--- config.mk ---
export PLATFORM = sky130hd
export DESIGN_NAME = dest_scoreboard
export DESIGN_NICKNAME = d
export VERILOG_FILES = /design/src/rtl/vliw_pkg.sv /design/src/rtl/sb_stage.sv /design/src/rtl/dest_scoreboard.sv
export SDC_FILE = /design/constraint.sdc
export NUM_CORES = 1
export LEC_CHECK = 0
export ABC_AREA = 1
export CORE_ASPECT_RATIO = 0.7
export CORE_MARGIN = 3
export CORE_UTILIZATION = 35
export CTS_CLUSTER_DIAMETER = 40
export DETAILED_ROUTE_END_ITERATION = 16
export GPL_TIMING_DRIVEN = 1
export PLACE_DENSITY = 0.61
export REMOVE_ABC_BUFFERS = 1
export SYNTH_ARGS = -nofsm -noshare
export SYNTH_HDL_FRONTEND = slang
export SYNTH_SLANG_ARGS = --single-unit
--- constraint.sdc ---
create_clock -name clk -period 1.4 [get_ports clk]
set_input_delay 0.35 -clock clk [delete_from_list [all_inputs] [get_ports clk]]
set_output_delay 0.35 -clock clk [all_outputs]
set_load 0.02 [all_outputs]
--- src/rtl/vliw_pkg.sv ---
// Shared definitions for the destination scoreboard.
//   REG_ADDR_W    : register address width (8 architectural registers)
//   NUM_REGS      : number of architectural registers
//   stage_entry_t : one pipeline-stage record {alu_v, alu_rd, mem_v, mem_rd}
//   STAGE_BUBBLE  : the empty stage record
//   rd_onehot()   : decode a (valid, rd) pair into a register mask; r0 never shows
package vliw_pkg;

  localparam int REG_ADDR_W = 3;
  localparam int NUM_REGS   = 8;

  typedef struct packed {
    logic                  alu_v;
    logic [REG_ADDR_W-1:0] alu_rd;
    logic                  mem_v;
    logic [REG_ADDR_W-1:0] mem_rd;
  } stage_entry_t;

  localparam stage_entry_t STAGE_BUBBLE = '0;

  // Register 0 is hard-wired, so a write to it never marks anything pending.
  function automatic logic [NUM_REGS-1:0] rd_onehot(input logic                  v,
                                                     input logic [REG_ADDR_W-1:0] rd);
    logic [NUM_REGS-1:0] oh;
    oh = '0;
    if (v && (rd != '0)) begin
      oh[rd] = 1'b1;
    end
    return oh;
  endfunction

endpackage

--- src/rtl/sb_stage.sv ---
// One scoreboard pipeline stage register.
//   clk      : rising-edge clock
//   reset    : synchronous active-high reset, clears the whole record
//   bubble   : load an empty record instead of entry_in this cycle
//   entry_in : record arriving from the previous stage
//   entry_out: registered record held by this stage
module sb_stage
  import vliw_pkg::*;
(
  input  logic         clk,
  input  logic         reset,
  input  logic         bubble,
  input  stage_entry_t entry_in,
  output stage_entry_t entry_out
);

  stage_entry_t entry_q;
  stage_entry_t entry_d;

  always_comb begin
    entry_d = entry_in;
    if (bubble) begin
      entry_d = STAGE_BUBBLE;
    end
  end

  always_ff @(posedge clk) begin
    if (reset) begin
      entry_q <= STAGE_BUBBLE;
    end else begin
      entry_q <= entry_d;
    end
  end

  assign entry_out = entry_q;

endmodule

--- src/rtl/dest_scoreboard.sv ---
// Destination-register scoreboard for a two-slot (ALU + load) VLIW pipeline.
// Tracks in-flight register writes through EX (p3), MEM (p4) and WB (p5) and
// drives the register-file write ports from the WB stage.
//
// Ports:
//   clk, reset                     : clock, synchronous active-high reset
//   issue_valid                    : decode bundle advances into EX this cycle
//   issue_alu_regWrite/issue_alu_rd: ALU slot write enable / destination
//   issue_mem_regWrite/issue_mem_rd: MEM slot (load) write enable / destination
//   stall                          : bubble enters EX, decode holds
//   flush                          : kill the EX entry and this cycle's issue
//   pending_mask                   : registers with an in-flight write
//   load_use_mask                  : destination of a load sitting in EX
//   wb_alu_we/wb_alu_rd            : ALU register-file write port (from WB)
//   wb_mem_we/wb_mem_rd            : MEM register-file write port (from WB)
//   collision                      : bundle now in EX had both slots on the same rd
//
// Configuration macro: DEST_SCOREBOARD_WB_BYPASS_EN
//   When defined, the WB stage is left out of pending_mask because the register
//   file writes before it is read. Nothing else changes between builds.
module dest_scoreboard
  import vliw_pkg::*;
(
  input  logic                  clk,
  input  logic                  reset,
  input  logic                  issue_valid,
  input  logic                  issue_alu_regWrite,
  input  logic [REG_ADDR_W-1:0] issue_alu_rd,
  input  logic                  issue_mem_regWrite,
  input  logic [REG_ADDR_W-1:0] issue_mem_rd,
  input  logic                  stall,
  input  logic                  flush,
  output logic [NUM_REGS-1:0]   pending_mask,
  output logic [NUM_REGS-1:0]   load_use_mask,
  output logic                  wb_alu_we,
  output logic [REG_ADDR_W-1:0] wb_alu_rd,
  output logic                  wb_mem_we,
  output logic [REG_ADDR_W-1:0] wb_mem_rd,
  output logic                  collision
);

  stage_entry_t issue_entry;
  stage_entry_t ex_entry;
  stage_entry_t mem_entry;
  stage_entry_t wb_entry;

  logic alu_writes;
  logic mem_writes;
  logic same_rd;
  logic ex_bubble;
  logic collision_d;
  logic collision_q;

  // Build the record that enters EX. A same-rd bundle keeps only the load,
  // so the later (MEM) write is the one that lands.
  always_comb begin
    alu_writes  = issue_alu_regWrite && (issue_alu_rd != '0);
    mem_writes  = issue_mem_regWrite && (issue_mem_rd != '0);
    same_rd     = alu_writes && mem_writes && (issue_alu_rd == issue_mem_rd);

    issue_entry        = STAGE_BUBBLE;
    issue_entry.alu_v  = alu_writes && !same_rd;
    issue_entry.alu_rd = issue_alu_rd;
    issue_entry.mem_v  = mem_writes;
    issue_entry.mem_rd = issue_mem_rd;

    // Flush overrides stall; both put a bubble into EX.
    ex_bubble   = !issue_valid || stall || flush;
    // Only a bundle that really enters EX can report a collision.
    collision_d = same_rd && !ex_bubble;
  end

  // EX (p3)
  sb_stage u_ex_stage (
    .clk      (clk),
    .reset    (reset),
    .bubble   (ex_bubble),
    .entry_in (issue_entry),
    .entry_out(ex_entry)
  );

  // MEM (p4): a flush discards the entry currently leaving EX.
  sb_stage u_mem_stage (
    .clk      (clk),
    .reset    (reset),
    .bubble   (flush),
    .entry_in (ex_entry),
    .entry_out(mem_entry)
  );

  // WB (p5)
  sb_stage u_wb_stage (
    .clk      (clk),
    .reset    (reset),
    .bubble   (1'b0),
    .entry_in (mem_entry),
    .entry_out(wb_entry)
  );

  always_ff @(posedge clk) begin
    if (reset) begin
      collision_q <= 1'b0;
    end else begin
      collision_q <= collision_d;
    end
  end

  // Outputs are decoded from stage registers only.
  always_comb begin
    pending_mask = rd_onehot(ex_entry.alu_v,  ex_entry.alu_rd)
                 | rd_onehot(ex_entry.mem_v,  ex_entry.mem_rd)
                 | rd_onehot(mem_entry.alu_v, mem_entry.alu_rd)
                 | rd_onehot(mem_entry.mem_v, mem_entry.mem_rd);
`ifndef DEST_SCOREBOARD_WB_BYPASS_EN
    pending_mask = pending_mask
                 | rd_onehot(wb_entry.alu_v, wb_entry.alu_rd)
                 | rd_onehot(wb_entry.mem_v, wb_entry.mem_rd);
`endif
    load_use_mask = rd_onehot(ex_entry.mem_v, ex_entry.mem_rd);
  end

  assign wb_alu_we = wb_entry.alu_v;
  assign wb_alu_rd = wb_entry.alu_rd;
  assign wb_mem_we = wb_entry.mem_v;
  assign wb_mem_rd = wb_entry.mem_rd;
  assign collision = collision_q;

endmodule

# Yosys cells after proc, flatten, opt, wreduce, memory -nomap -nowiden
# Index checks and enable logic that the tools add are counted.
classes:
  magnitude_cmp: 12
  n_eq_ne: 1
  n_mux: 18
  bitwise: 5
  reduce_logical: 33
ops:
  columns: ["operator", "count"]
  rows:
  - ["8-bit two-way mux", 6]
  - ["8-bit OR", 5]
  - ["3-bit by 4-bit < comparator with 1-bit output, second input constant", 6]
  - ["3-bit nonzero test", 8]
  - ["1-bit demux with 3-bit select", 6]
  - ["3-bit by 1-bit >= comparator with 1-bit output, second input constant", 6]
  - ["1-bit logical AND", 18]
  - ["1-bit two-way mux", 6]
  - ["2-bit OR reduction", 2]
  - ["3-bit equality test", 1]
  - ["1-bit logical NOT", 3]
  - ["1-bit logical OR", 2]
totals:
  regBits: 25
  inputBits: 13
  out_inout_bits: 25
  wordCells: 82

# Logic depth before layout (Yosys ltp)
# Gate-level depths: netlist of run 1.
depth:
  depth_word: 10
  mapped_depth: 7
  ltp_nobuf: 7

# Cells and area by module
# From an unflattened synthesis of run 1, not the netlist that was laid out.
unflattened:
  hier_cells: 228
  area_unflattened_um2: 1477.7
by_module_without_submodules:
  columns: ["mod", "n_inst", "cells_each", "area_each_um2", "seq_area_each_um2"]
  rows:
  - ["sb_stage", 3, 27, 259.0, 160.2]
  - ["dest_scoreboard", 1, 147, 700.7, 20.0]

# Least setup slack after synthesis of run 1
# OpenSTA, ideal clock, no wires.
synth_timing:
  path_type: "reg2out"
  start: "register u_ex_stage.entry_q, in the netlist u_ex_stage.entry_out[3]"
  end: "output port pending_mask[7]"
  arrival_ps: 1077
  t_required_ps: 1050
  slack_ps: -27
  stages_incl_launch_ff: 5
  path_buffers: 0
  path_cell_list: "dfxtp_1 > nand2_2 > nor2_1 > nor3_1 > nand2_1"
synth_between:
  elab_chain_len: 7
synth_lines:
  columns: ["element", "line_no", "rtl"]
  rows:
  - ["start: declaration", "sb_stage.sv:17", "stage_entry_t entry_q;"]
  - ["start signal: assignment", "sb_stage.sv:31", "entry_q <= entry_d;"]
  - ["1-bit logical AND", null, null]
  - ["8-bit two-way mux", null, null]
  - ["named net load_use_mask[7]", "dest_scoreboard.sv:34", "output logic [NUM_REGS-1:0] load_use_mask,"]
  - ["8-bit OR", "dest_scoreboard.sv:111", "| rd_onehot(ex_entry.mem_v, ex_entry.mem_rd)"]
  - ["8-bit OR", "dest_scoreboard.sv:112", "| rd_onehot(mem_entry.alu_v, mem_entry.alu_rd)"]
  - ["8-bit OR", "dest_scoreboard.sv:113", "| rd_onehot(mem_entry.mem_v, mem_entry.mem_rd);"]
  - ["8-bit OR", "dest_scoreboard.sv:116", "| rd_onehot(wb_entry.alu_v, wb_entry.alu_rd)"]
  - ["8-bit OR", "dest_scoreboard.sv:117", "| rd_onehot(wb_entry.mem_v, wb_entry.mem_rd);"]
  - ["end: declaration", "dest_scoreboard.sv:33", "output logic [NUM_REGS-1:0] pending_mask,"]
# The timed path passes the listed nets, and every way through them passes these cells.

# Final worst setup path of run 1
layout_timing:
  start: "register u_wb_stage.entry_q, in the netlist u_wb_stage.entry_out[7]"
  end: "output port pending_mask[6]"
layout_between:
  elab_chain_len: 4
layout_lines:
  columns: ["element", "line_no", "rtl"]
  rows:
  - ["start: declaration", "sb_stage.sv:17", null]
  - ["start signal: assignment", "sb_stage.sv:31", null]
  - ["1-bit logical AND", "vliw_pkg.sv:26", "if (v && (rd != '0)) begin"]
  - ["8-bit two-way mux", "vliw_pkg.sv:26", null]
  - ["8-bit OR", "dest_scoreboard.sv:116", null]
  - ["8-bit OR", "dest_scoreboard.sv:117", null]
# No other way between the ends.

==> results of run 1 <==
==> final cells by class <==
cell class                 count  area share
clock buffer                   4      0.0209
inverter                      32      0.0581
sequential                    25       0.256
timing repair buffer          69       0.276
tap                           47      0.0273
multi-input combinational    140       0.362
==> metrics by stage <==
step / setup TNS [ns] / setup slack [ns] / util
CTS: -1.81 / -0.194 / 0.623
detailed placement: -5.04 / -0.420 / 0.571
global route: -2.66 / -0.274 / 0.658
finish: -1.99 / -0.225 / 0.658
global placement: -5.27 / -0.425 / 0.571
floorplan: -0.0922 / -0.0270 / -
==> sequential cells by signal (all words and copies together), names as in the netlist <==
name                   count
u_ex_stage.entry_out       8
collision                  1
u_mem_stage.entry_out      8
u_wb_stage.entry_out       8
==> metal layers <==
metal  global-route usage  part of all wire  wire (um)
met5                    0                 0          0
met1                0.239              0.49       1810
met3               0.0518             0.072        269
met2                0.252              0.43       1610
met4               0.0305             0.010         38
==> layout by cell type, fill, tap and decap left out, types with 2 or more instances in the layout <==
| cell | instances |
|---|---|
| sky130_fd_sc_hd__nand4_1 | 5 |
| sky130_fd_sc_hd__o21ai_1 | 2 |
| sky130_fd_sc_hd__dfxtp_2 | 16 |
| sky130_fd_sc_hd__buf_4 | 36 |
| sky130_fd_sc_hd__nand2_1 | 27 |
| sky130_fd_sc_hd__dfxtp_4 | 8 |
| sky130_fd_sc_hd__nor2_4 | 6 |
| sky130_fd_sc_hd__inv_4 | 2 |
| sky130_fd_sc_hd__buf_2 | 3 |
| sky130_fd_sc_hd__nand2_4 | 2 |
| sky130_fd_sc_hd__nand3_1 | 7 |
| sky130_fd_sc_hd__dlygate4sd2_1 | 5 |
| sky130_fd_sc_hd__clkdlybuf4s15_2 | 2 |
| sky130_fd_sc_hd__nand3_2 | 4 |
| sky130_fd_sc_hd__nor2_2 | 6 |
| sky130_fd_sc_hd__nor2_1 | 50 |
| sky130_fd_sc_hd__inv_1 | 17 |
| sky130_fd_sc_hd__nor3_2 | 11 |
| sky130_fd_sc_hd__buf_6 | 10 |
| sky130_fd_sc_hd__clkdlybuf4s50_1 | 12 |
| sky130_fd_sc_hd__clkbuf_8 | 3 |
| sky130_fd_sc_hd__inv_2 | 13 |
| sky130_fd_sc_hd__conb_1 | 2 |
| sky130_fd_sc_hd__nor3_1 | 5 |
| sky130_fd_sc_hd__nand2_2 | 9 |
==> how the worst min path moves through the flow <==
stage | start | endpoint | slack, ns | depth (start not counted)
final | u_mem_stage.entry_out[7]$_SDFF_PP0_ | u_wb_stage.entry_out[7]$_SDFF_PP0_ | 0.45 | 2
after global routing | u_mem_stage.entry_out[7]$_SDFF_PP0_ | u_wb_stage.entry_out[7]$_SDFF_PP0_ | 0.48 | 2
after CTS | u_mem_stage.entry_out[7]$_SDFF_PP0_ | u_wb_stage.entry_out[7]$_SDFF_PP0_ | 0.46 | 2
after detailed placement | u_mem_stage.entry_out[7]$_SDFF_PP0_ | u_wb_stage.entry_out[7]$_SDFF_PP0_ | 0.44 | 2
after global placement | u_mem_stage.entry_out[7]$_SDFF_PP0_ | u_wb_stage.entry_out[7]$_SDFF_PP0_ | 0.43 | 2
after floorplan | u_mem_stage.entry_out[7]$_SDFF_PP0_ | u_wb_stage.entry_out[7]$_SDFF_PP0_ | 0.42 | 2
==> power breakdown <==
group	switching, mW	internal, mW	leakage (nW)
Sequential	0.00876	0.703	0.216
Combinational	0.0609	0.0673	0.705
Clock	0.212	0.203	0.0228
==> kinds of logic (layout without fill, tap and decap cells) <==
logic type	count (synthesis)	after routing	synth area share
compound gates	5	5	0.0261
other cells	1	2	0.00301
simple gates	133	133	0.455
buf+inv	35	105	0.114
flops	25	25	0.402
==> critical path, delay by kind of cell (launching register included) <==
family / cells / cell delay, ns
buffers and inverters: 3 / 0.28
DFF: 1 / 0.34
and+or+nand+nor: 4 / 0.39
==> timing repair <==
item                       in CTS  in global routing
pin swaps                       9                 20
buffers inserted                2                  2
resized for setup             147                 35
setup endpoints to repair      23                 15
==> results.md, run 1 <==
- Combined area of the multi-input logic cells: 781 um2
- Kind of path behind the tightest hold check: register to register
- Cell area after synthesis: 1250 um2
- Final std cells w/o fill: 317
- Longest Clk Path Bufs: 2
- Die Wd: 77.3 um
- Post-Place Cell Area: 1870 um2
- Cell chosen for the clock root: sky130_fd_sc_hd__clkbuf_8
- Area grow syn2layout: 72.9%
- Wire length reported by the detailed router: 3730 um
- Number of enable-type register cells in the synthesized netlist: 0
- Initial antenna violation count: 0
- Post-route DRC: 0
- Setup slack, reg-to-reg: 0.57 ns
- Number of search-and-repair iterations in the first detailed-routing pass: 4
- Largest net degree at the start of global routing: 14
- Number of clock buffers inserted by TritonCTS: 3
- Max cap viols: 0
- Final-report setup violation count: 14
- Syn_area_per_cell: 6.26 um2
- Number of sinks handled by clock tree synthesis: 25
- Final clock period utilization by the worst path: 1.16
- Number of distinct library cell variants in the gate-level netlist after synthesis: 17
- Final clock skew: 0.000805 ns
- Number of hold-slack violations in the final timing report: 0
- Most common cell in the synthesized netlist: sky130_fd_sc_hd__nor2_1
- Worst hold margin: 0.447 ns
- IO buf count: 35
- Fraction of final layout cells with drive strength greater than 1: 0.500
- Top FF cell, synth: sky130_fd_sc_hd__dfxtp_1
- Area of all placed cells without fillers: 2150 um2
- Setup crit end kind: primary output
- Number of filler instances in the final layout: 294
- Net total in the final layout: 284
- Worst setup path endpoint: pending_mask[6]
- Global-route wire length before repair: 5870 um
- Worst-path cell chain: inv_2, nor2_4, inv_2, nor2_4, nor3_2, nand2_1, buf_6
- Total design power: 1.25 mW
- Final Max Slew Viols: 0
- Starting utilization of the core area: 0.380
- Final estimated routing congestion in global placement: 0.886
- Number of global-route vias before repair: 1,339
- Maximum vdd drop: 421 uV
- Placeable core region: 3280 um2
- HPWL after detailed placement: 2750 um
- Clk_lat worst skew: 0.26 ns
- I/O pins: 38
- Achievable clock frequency: 616 MHz
- Setup repair after global routing missed its margin: yes
- Yosys top cell area share: 0.402
- Top area cells in the synthesized netlist: sky130_fd_sc_hd__dfxtp_1 40%, sky130_fd_sc_hd__nor2_1 18%, sky130_fd_sc_hd__nand2_1 11%
- Diode insertion count for antenna repair: 0
- Run status: finished with violations
- Final Critical Period: 1.62 ns
- Synth warnings: 0
- Clock slew at the register clock pins of the worst setup and hold paths: 0.08 ns
- Global-route total usage across every layer: 0.168
- Crit Path Category: register to primary output
- Post-synthesis sequential area ratio: 0.402
- Hold buffer count at CTS: 0
- Standby leakage power: 0.944 nW
- Cell count of the worst reg-to-reg path: 4
- Register area: 551 um2
- Detail-routed via count per cell: 4.57
- Post-Synthesis Cells: 199
- CTS HTree Levels: 1
- Post-route worst setup slack: -0.225 ns
- Longest individual stage delay on the worst path: 0.34 ns
- Worst flop-to-flop path startpoint: u_ex_stage.entry_out[0]$_SDFF_PP0_
- Critical path data required time: 1.05 ns
- Placed cells: 310
- CP startpoint: u_wb_stage.entry_out[7]$_SDFF_PP0_
- Area of the die: 4320 um2
- Crit path max-delay cell type: sky130_fd_sc_hd__dfxtp_2
- Proportion of register bits with asynchronous set or reset after synthesis: 0
- Vias post-DR: 1,450
- Most instantiated cells after synthesis: 60 x sky130_fd_sc_hd__nor2_1, 36 x sky130_fd_sc_hd__nand2_1, 25 x sky130_fd_sc_hd__dfxtp_1, 23 x sky130_fd_sc_hd__inv_1, 16 x sky130_fd_sc_hd__nor3_1
- Crit path max fanout: 3
- Antenna Nets Post-Route: 0
- Cell accounting for the most synthesized area: sky130_fd_sc_hd__dfxtp_1
- Endpoint of the worst-slack reg-to-reg timing path: u_mem_stage.entry_out[0]$_SDFF_PP0_
- CTS tree: yes
- Flop and latch count out of synthesis: 25
- Number of placement rows: 17
- Routed wire length per instance: 11.8 um
- Die Span Y: 55.9 um
- Crit path launch type: register
- Violations in the final reports: setup timing
- Iteration-0 DRC count of the detailed router: 68
- Overflow left after global routing: 0
- Arrival time of data at the critical path endpoint: 1.27 ns
- Power density cells: 582 nW/um2
No activity file was read; power rests on OpenSTA's default activity.
==> run 2: changes to the inputs <==
SKIP_LAST_GASP = 1   (was not set)
==> run 2 against run 1 <==
Compared with the run above:
- the run still ends with setup timing left
- via count shrank 1.7%
- sequential power about the same
- final cell count down 0.32%
- clock skew barely moved
- sequential share of layout area up 0.24 points
- die area did not move
- critical path type unchanged
- highest routed layer unchanged
==> results.md, run 2 (synthesized netlist as in run 1, its figures left out) <==
- Final Max Slew Viols: 0 (unchanged)
- Vias post-DR: 1,426 (was 1,450)
- Cell count of the worst reg-to-reg path: 4 (unchanged)
- Kind of path behind the tightest hold check: register to register (unchanged)
- Number of global-route vias before repair: 1,314 (was 1,339)
- Number of hold-slack violations in the final timing report: 0 (unchanged)
- Final clock skew: 0.000801 ns (was 0.000805 ns)
- Starting utilization of the core area: 0.380 (unchanged)
- I/O pins: 38 (unchanged)
- Number of clock buffers inserted by TritonCTS: 3 (unchanged)
- Fraction of final layout cells with drive strength greater than 1: 0.487 (was 0.500)
- Largest net degree at the start of global routing: 14 (unchanged)
- Diode insertion count for antenna repair: 0 (unchanged)
- Max cap viols: 0 (unchanged)
- HPWL after detailed placement: 2750 um (unchanged)
- Standby leakage power: 0.936 nW (was 0.944 nW)
- Power density cells: 586 nW/um2 (was 582 nW/um2)
- Worst-path cell chain: inv_4, nand4_1, inv_2, nor3_2, nand2_1, buf_6 (was inv_2, nor2_4, inv_2, nor2_4, nor3_2, nand2_1, buf_6)
- Final clock period utilization by the worst path: 1.15 (was 1.16)
- Final core utilization: 0.652 (was 0.658)
- Crit path max fanout: 3 (unchanged)
- Setup crit end kind: primary output (unchanged)
- Iteration-0 DRC count of the detailed router: 76 (was 68)
- Wire length reported by the detailed router: 3600 um (was 3730 um)
- Number of filler instances in the final layout: 298 (was 294)
- Crit Path Category: register to primary output (unchanged)
- Post-route worst setup slack: -0.215 ns (was -0.225 ns)
- Detail-routed via count per cell: 4.51 (was 4.57)
- Longest Clk Path Bufs: 2 (unchanged)
- Die Wd: 77.3 um (unchanged)
- Die Span Y: 55.9 um (unchanged)
- Setup repair after global routing missed its margin: yes (unchanged)
- Placeable core region: 3280 um2 (unchanged)
- Run status: finished with violations (unchanged)
- Global-route wire length before repair: 5690 um (was 5870 um)
- CTS HTree Levels: 1 (unchanged)
- Crit path max-delay cell type: sky130_fd_sc_hd__dfxtp_4 (was sky130_fd_sc_hd__dfxtp_2)
- Clk_lat worst skew: 0.26 ns (about the same)
- Achievable clock frequency: 619 MHz (was 616 MHz)
- Area grow syn2layout: 71.3% (was 72.9%)
- Initial antenna violation count: 0 (unchanged)
- Leading cell types in the layout, fill and taps excluded: 51 x sky130_fd_sc_hd__nor2_1, 35 x sky130_fd_sc_hd__buf_4, 28 x sky130_fd_sc_hd__nand2_1 (was 50 x sky130_fd_sc_hd__nor2_1, 36 x sky130_fd_sc_hd__buf_4, 27 x sky130_fd_sc_hd__nand2_1)
- Final Critical Period: 1.61 ns (was 1.62 ns)
- Critical path data required time: 1.05 ns (about the same)
- Crit path launch type: register (unchanged)
- Hold buffer count at CTS: 0 (unchanged)
- Number of placement rows: 17 (unchanged)
- Cell chosen for the clock root: sky130_fd_sc_hd__clkbuf_8 (unchanged)
- Pre-CTS setup slack: -0.420 ns (unchanged)
- Clock slew at the register clock pins of the worst setup and hold paths: 0.08 ns (about the same)
- Combined area of the multi-input logic cells: 766 um2 (was 781 um2)
- Maximum vdd drop: 419 uV (was 421 uV)
- Worst hold path stage count: 2 (unchanged)
- Routed wire length per instance: 11.4 um (was 11.8 um)
- Final estimated routing congestion in global placement: 0.886 (unchanged)
- Global-route total usage across every layer: 0.163 (was 0.168)
- Antenna Nets Post-Route: 0 (unchanged)
- Leading cell type in the layout, fill and taps excluded: sky130_fd_sc_hd__nor2_1 (unchanged)
- Register area: 551 um2 (unchanged)
- Number of sinks handled by clock tree synthesis: 25 (unchanged)
- IO buf count: 35 (unchanged)
- Net total in the final layout: 283 (was 284)
- Overflow left after global routing: 0 (unchanged)
- Post-route DRC: 0 (unchanged)
- CTS tree: yes (unchanged)
- Final-report setup violation count: 13 (was 14)
- Area of the die: 4320 um2 (unchanged)
- Longest individual stage delay on the worst path: 0.38 ns (was 0.34 ns)
- Violations in the final reports: setup timing (unchanged)
- Arrival time of data at the critical path endpoint: 1.26 ns (was 1.27 ns)
- Number of search-and-repair iterations in the first detailed-routing pass: 5 (was 4)
## run 2: changes by cell type in the layout (fill, tap and decap cells not counted)
cell                              change
sky130_fd_sc_hd__buf_4                -1
sky130_fd_sc_hd__buf_6                -1
sky130_fd_sc_hd__clkdlybuf4s15_2      +1
sky130_fd_sc_hd__inv_2                -1
sky130_fd_sc_hd__inv_4                +1
sky130_fd_sc_hd__nand2_1              +1
sky130_fd_sc_hd__nand2_2              -1
sky130_fd_sc_hd__nand3_1              +1
sky130_fd_sc_hd__nand3_2              -1
sky130_fd_sc_hd__nor2_1               +1
sky130_fd_sc_hd__nor2_4               -1
## run 2: layout make-up
cell class / count / area share
Multi-Input combinational cell: 140 / 0.359
Timing Repair Buffer: 68 / 0.275
Sequential cell: 25 / 0.258
Inverter: 32 / 0.0598
Tap cell: 47 / 0.0275
Clock buffer: 4 / 0.0211
## run 2: through the flow
step / power (mW) / cell area, um2 / TNS [ns] / std cells / hold slack (ns)
6_report: 1.25 / 2130 / -1.91 / 316 / 0.448
5_1_grt: 1.30 / 2130 / -2.68 / 316 / 0.477
4_1_cts: 1.27 / 2010 / -1.87 / 315 / 0.465
3_5_place_dp: 0.861 / 1870 / -5.04 / 310 / 0.439
3_3_place_gp: 0.861 / 1870 / -5.27 / 310 / 0.433
2_1_floorplan: 0.786 / 1230 / -0.0922 / 197 / 0.416
## run 2: metal layers
layer / wire length (um) / global-route usage / vias up
li1: - / - / 752
met1: 1770 / 0.234 / 623
met2: 1550 / 0.247 / 45
met3: 242 / 0.0437 / 6
met4: 32 / 0.0279 / 0
met5: 0 / 0 / -
## run 2: where the power goes
group / internal [mW] / switching (mW)
clock: 0.203 / 0.209
combinational: 0.0668 / 0.0598
sequential: 0.703 / 0.00872
total: 0.973 / 0.277
## run 2: worst max-delay path, delay by kind of cell, from the launching register on
kind	cells	cell delay, ns
buffers and inverters	3	0.24
flip-flops	1	0.38
AND/OR/NAND/NOR	3	0.38
## run 2: final timing paths
path	from	to	slack (ns)
worst max-delay path	u_ex_stage.entry_out[0]$_SDFF_PP0_	pending_mask[4]	-0.21
worst min-delay path	u_mem_stage.entry_out[7]$_SDFF_PP0_	u_wb_stage.entry_out[7]$_SDFF_PP0_	0.45
worst min register to register	u_mem_stage.entry_out[7]$_SDFF_PP0_	u_wb_stage.entry_out[7]$_SDFF_PP0_	0.45
worst max register to register	u_ex_stage.entry_out[0]$_SDFF_PP0_	u_mem_stage.entry_out[0]$_SDFF_PP0_	0.59
## run 2: repair_timing
action,4_1_cts,5_1_grt
cloned,0,0
setup buffers,2,1
pin swaps,9,15
gates resized for setup,137,39
endpoints found under the setup margin,23,15
